File: src/rtl/display_digit_scanner_pkg.sv
// display_digit_scanner_pkg: shared display types, digit-enable constants and default timing.
package display_digit_scanner_pkg;
  typedef enum logic [1:0] {
    ST_IDLE  = 2'd0,
    ST_SHOW  = 2'd1,
    ST_BLANK = 2'd2
  } scan_state_e;
  localparam logic [3:0] DIGITS_OFF       = 4'b1111;
  localparam int         DEF_DIV_WIDTH    = 16;
  localparam int         DEF_DIV_MAX      = 49999;
  localparam int         DEF_BLANK_CYCLES = 8;
  function automatic logic [3:0] digit_sel(input logic [1:0] idx);
    return ~(4'b1000 >> idx);
  endfunction
endpackage

File: src/rtl/display_digit_scanner_refresh_prescaler.sv
// refresh_prescaler: clearable up-counter flagging terminal at MAX (clk, rst_n, clear, run, terminal).
module refresh_prescaler
  import display_digit_scanner_pkg::*;
#(
  parameter int WIDTH = DEF_DIV_WIDTH,
  parameter int MAX   = DEF_DIV_MAX
) (
  input  logic clk,
  input  logic rst_n,
  input  logic clear,
  input  logic run,
  output logic terminal
);
  logic [WIDTH-1:0] count_q, count_d;
  always_comb count_d = clear ? '0 : run ? count_q + 1'b1 : count_q;
  always_ff @(posedge clk or negedge rst_n)
    if (!rst_n) count_q <= '0;
    else        count_q <= count_d;
  assign terminal = count_q == WIDTH'(MAX);
endmodule

File: src/rtl/display_digit_scanner.sv
// display_digit_scanner: scans 4 active-low digits with dead-time (clk, rst_n, enable -> index, digito, blank, scanTick).
module display_digit_scanner
  import display_digit_scanner_pkg::*;
#(
  parameter int DIV_WIDTH    = DEF_DIV_WIDTH,
  parameter int DIV_MAX      = DEF_DIV_MAX,
  parameter int BLANK_CYCLES = DEF_BLANK_CYCLES
) (
  input  logic       clk,
  input  logic       rst_n,
  input  logic       enable,
  output logic       saida1Contador,
  output logic       saida2Contador,
  output logic [3:0] digito,
  output logic       blank,
  output logic       scanTick
);
  localparam int BW = BLANK_CYCLES > 1 ? $clog2(BLANK_CYCLES) : 1;
  if (BLANK_CYCLES < 1) begin : g_bad_blank
    $error("BLANK_CYCLES must be >= 1");
  end
  scan_state_e state_q, state_d;
  logic [1:0]  idx_q, idx_d;
  logic [3:0]  digito_q, digito_d;
  logic        blank_q, blank_d;
  logic        pre_term, blk_term;
  // The blank counter counts up 0..BLANK_CYCLES-1, giving the same dwell as a down-count.
  refresh_prescaler #(.WIDTH(DIV_WIDTH), .MAX(DIV_MAX)) u_pre (
    .clk(clk), .rst_n(rst_n),
    .clear(state_q != ST_SHOW || pre_term || !enable),
    .run(state_q == ST_SHOW),
    .terminal(pre_term)
  );
  refresh_prescaler #(.WIDTH(BW), .MAX(BLANK_CYCLES - 1)) u_blk (
    .clk(clk), .rst_n(rst_n),
    .clear(state_q != ST_BLANK || blk_term || !enable),
    .run(state_q == ST_BLANK),
    .terminal(blk_term)
  );
  always_comb begin
    state_d = state_q;
    idx_d   = idx_q;
    if (!enable) begin
      state_d = ST_IDLE;
      idx_d   = '0;
    end else if (state_q == ST_IDLE) state_d = ST_SHOW;
    else if (state_q == ST_SHOW && pre_term) begin
      state_d = ST_BLANK;
      idx_d   = idx_q + 2'd1;
    end else if (state_q == ST_BLANK && blk_term) state_d = ST_SHOW;
    digito_d = state_d == ST_SHOW ? digit_sel(idx_d) : DIGITS_OFF;
    blank_d  = state_d != ST_SHOW;
  end
  always_ff @(posedge clk or negedge rst_n)
    if (!rst_n) begin
      state_q  <= ST_IDLE;
      idx_q    <= '0;
      digito_q <= DIGITS_OFF;
      blank_q  <= 1'b1;
    end else begin
      state_q  <= state_d;
      idx_q    <= idx_d;
      digito_q <= digito_d;
      blank_q  <= blank_d;
    end
  assign saida1Contador = idx_q[1];
  assign saida2Contador = idx_q[0];
  assign digito         = digito_q;
  assign blank          = blank_q;
  // Disable wins over the terminal count, so the tick is gated by the live enable.
  assign scanTick       = state_q == ST_SHOW && pre_term && enable;
endmodule

File: config.mk
export PLATFORM = sky130hd
export DESIGN_NAME = display_digit_scanner
export DESIGN_NICKNAME = d
export VERILOG_FILES = /design/src/rtl/display_digit_scanner_pkg.sv /design/src/rtl/display_digit_scanner_refresh_prescaler.sv /design/src/rtl/display_digit_scanner.sv
export SDC_FILE = /design/constraint.sdc
export NUM_CORES = 1
export LEC_CHECK = 0
export ABC_CLOCK_PERIOD_IN_PS = 2400
export CORE_MARGIN = 8
export CORE_UTILIZATION = 51
export DETAILED_ROUTE_END_ITERATION = 8
export MAX_ROUTING_LAYER = met4
export PLACE_DENSITY = 0.74
export SYNTH_ARGS = -nofsm -noshare
export SYNTH_HDL_FRONTEND = slang
export SYNTH_HIERARCHICAL = 1
export SYNTH_SLANG_ARGS = --single-unit
export TNS_END_PERCENT = 20
File: constraint.sdc
create_clock -name clk -period 2.4 [get_ports clk]
set_clock_uncertainty 0.05 [all_clocks]
set_input_delay 0.24 -clock clk [delete_from_list [all_inputs] [get_ports clk]]
set_output_delay 0.24 -clock clk [all_outputs]
set_load 0.005 [all_outputs]
==> results_dict.tcl <==
set metrics [dict create \
    relSlewSlack_pct 64.7 \
    dieWidth_um 69.2 \
    crit_chain "ha_1 -> and3_1 -> and3_4 -> and3b_2 -> and2_1 -> dlygate4sd2_1" \
    gp_congestion 0.786 \
    cts_max_level 1 \
    vdd_drop_max_mv 0.368 \
    tightest_slew_ns 0.529 \
    leakagePower_nw 0.727 \
    cp-endpoint "scanTick" \
    drv_slew 0 \
    diodes 0 \
    cts_sinks 28 \
    tns_ns 0 \
    critPathArrivalTime_ns 1.98 \
    max_stage_delay_ns 0.41 \
    drcViolationCount 0 \
    syn_area_mm2 0.00144 \
    grtUsageTotal_pct 13.1 \
    rows 19 \
    fmax_mhz 440 \
    postRouteAntennaNets 0 \
    num_vias 1074 \
    synth_nets 140 \
    hold_viol 0 \
    outcome "finished clean" \
    grt_pass1_wl_um 5260 \
    finalNetCount 165 \
    r2r-end "u_pre/count_q[15]" \
    final_cells 189 \
    cp.required_ns 2.11 \
    viasPerCell 5.68 \
    dp.cells 179 \
    syn_inst 134 \
    min_period_ns 2.27 \
    grt_max_degree 29 \
    period_share_pct 94.6 \
    synth.avg_cell_area_um2 10.8 \
    ys_seq_elements 28 \
    drv_cap 0 \
    crit_start "u_pre/count_q[0]" \
    cts_tree "done" \
    path_clk_slew_ns 0.15 \
    dp_hpwl_um 1980 \
    cpMaxStageDelayCell "dfrtp_1" \
    first_pass_iters 5 \
    wl_per_cell_um 14.8 \
    crit_type "reg -> out" \
    antenna_found_initial 0 \
    cts_root_buf "clkbuf_4" \
    grt_pass1_vias 1149 \
    dr.first_iter.drc_count 37 \
    yosysUniqueCellTypes 41 \
    clk_latency_ns 0.33 \
    initial_utilization_pct 53.2 \
    total_power_w 0.000832 \
    numCtsBuffers 3 \
    crit_path_start_kind "flip-flop" \
    clock_path_buffers 2 \
    io_buffers 10 \
    core_area_mm2 0.00271 \
    r2r_start "u_pre/count_q[6]" \
    ios 11 \
    end_kind "output pin" \
    cts_hold_buf 0 \
    fp.dieArea_mm2 0.00478 \
    r2r_slack_ns 0.21 \
    die_h_um 69.2 \
    finalSetupViolCount 0 \
    overflow 0 \
    layout-drive-gt1-share_pct 23.4 \
    r2r_cells 7 \
    p_per_area_mw_per_mm2 478 \
    routed_wl_um 2800 \
    final_util_pct 64.2 \
    synth-seq-area-share_pct 49.0 \
    yosys_warnings 6 \
    whs_ns 0.218 \
    cp_max_fo 4 \
    hold_class "in -> async" \
    rsz0062_at_grt "no" \
    area_growth_pct 20.7 \
]
## power breakdown
group | internal (W) | switching [W]
registers | 0.000477 | 0.00000257
clock network | 0.000169 | 0.000138
logic | 0.0000179 | 0.0000268
## cells in the mapped netlist (all sizes together)
library cell,n,area share (%)
a211oi,1,0.87
a21oi,4,1.4
a31o,1,0.61
and2,2,1.0
and3,3,1.3
and3b,1,0.61
and4,1,0.61
and4bb,1,0.87
buf,3,1.5
clkbuf,2,0.52
dfrtp,23,40
dfstp,5,9.1
ha,3,2.6
inv,6,1.6
mux2,1,0.78
mux2i,5,3.5
nand2,5,1.3
nand2b,2,0.87
nand3,5,1.7
nand3b,1,0.52
nand4,5,3.2
nand4b,1,0.61
nand4bb,2,1.6
nor2,17,4.4
nor2b,4,1.9
nor3,4,1.7
nor4,2,0.87
nor4b,1,0.61
o2111ai,5,4.3
o21ai,3,1.0
or2,2,0.87
or3,1,0.43
xnor2,6,3.6
xor2,6,3.6
## worst min-delay path by stage
stage,to,from,slack (ns)
floorplan,idx_q[0],rst_n,-0.11
global placement,u_blk/count_q[1],u_blk/count_q[1],0.46
detailed placement,u_blk/count_q[2],u_blk/count_q[2],0.48
CTS,u_pre/count_q[7],rst_n,0.22
global route,u_pre/count_q[6],rst_n,0.25
finish,u_pre/count_q[15],rst_n,0.22
## worst max-delay path, delay by kind of cell, from the launching register on
kind | cells | cell delay, ns
buffers and inverters | 1 | 0.26
DFF | 1 | 0.41
and+or+nand+nor | 4 | 0.78
adders and majority gates | 1 | 0.22
## layer usage
metal,vias to the layer above,routed length (um),global-route usage (%)
li1,520,-,-
met2,23,1360,22.5
met3,4,98,1.86
met5,-,0,-
met4,0,40,4.78
met1,527,1300,15.0
## layout by cell type (no fill, tap or decap), types with 4 or more instances in the layout
master           instances
nor2_1                  17
nand4_1                  4
mux2i_1                  5
nand2_1                  5
clkdlybuf4s50_1          9
inv_1                    6
dfstp_2                  5
xnor2_1                  6
a21oi_1                  4
nand3_1                  5
xor2_1                   6
dfrtp_1                 23
o2111ai_1                4
buf_4                   15
## cell families (layout without fill, tap and decap cells)
family / after synthesis / count (layout) / synth area share (%)
adders and majority gates: 3 / 3 / 2.60
DFF: 28 / 28 / 49.0
xor gates and xnor gates: 12 / 12 / 7.29
AOI/OAI and AO/OA: 14 / 14 / 8.16
muxes: 6 / 6 / 4.25
and+or+nand+nor: 60 / 60 / 25.1
buffers and inverters: 11 / 35 / 3.56
## sequential cells by signal, indices dropped and copies added (netlist names)
register       count
blank              1
state_q            2
digito             4
u_pre/count_q     16
idx_q              2
u_blk/count_q      3
## stage by stage
step | setup slack (ns) | instance area [um^2]
finish | 0.129 | 1740
global route | 0.0462 | 1740
CTS | 0.115 | 1730
detailed placement | 0.0294 | 1620
global placement | 0.171 | 1620
floorplan | 0.153 | 1440
## repair_timing
action                     4_1_cts  5_1_grt
pin swaps                        3        0
setup endpoints to repair        2        1
buffers inserted                 6        0
gates resized for setup          5        1
## area by class of cell
type	count	area [um^2]
well taps	31	38.8
inverters	6	22.5
repair buffers	25	211
clock inverters	1	30.0
clock buffers	3	22.5
fillers	230	970
flip-flops and latches	28	707
multi-input cells	95	708
Note: power is estimated with default switching activity, not from simulation.
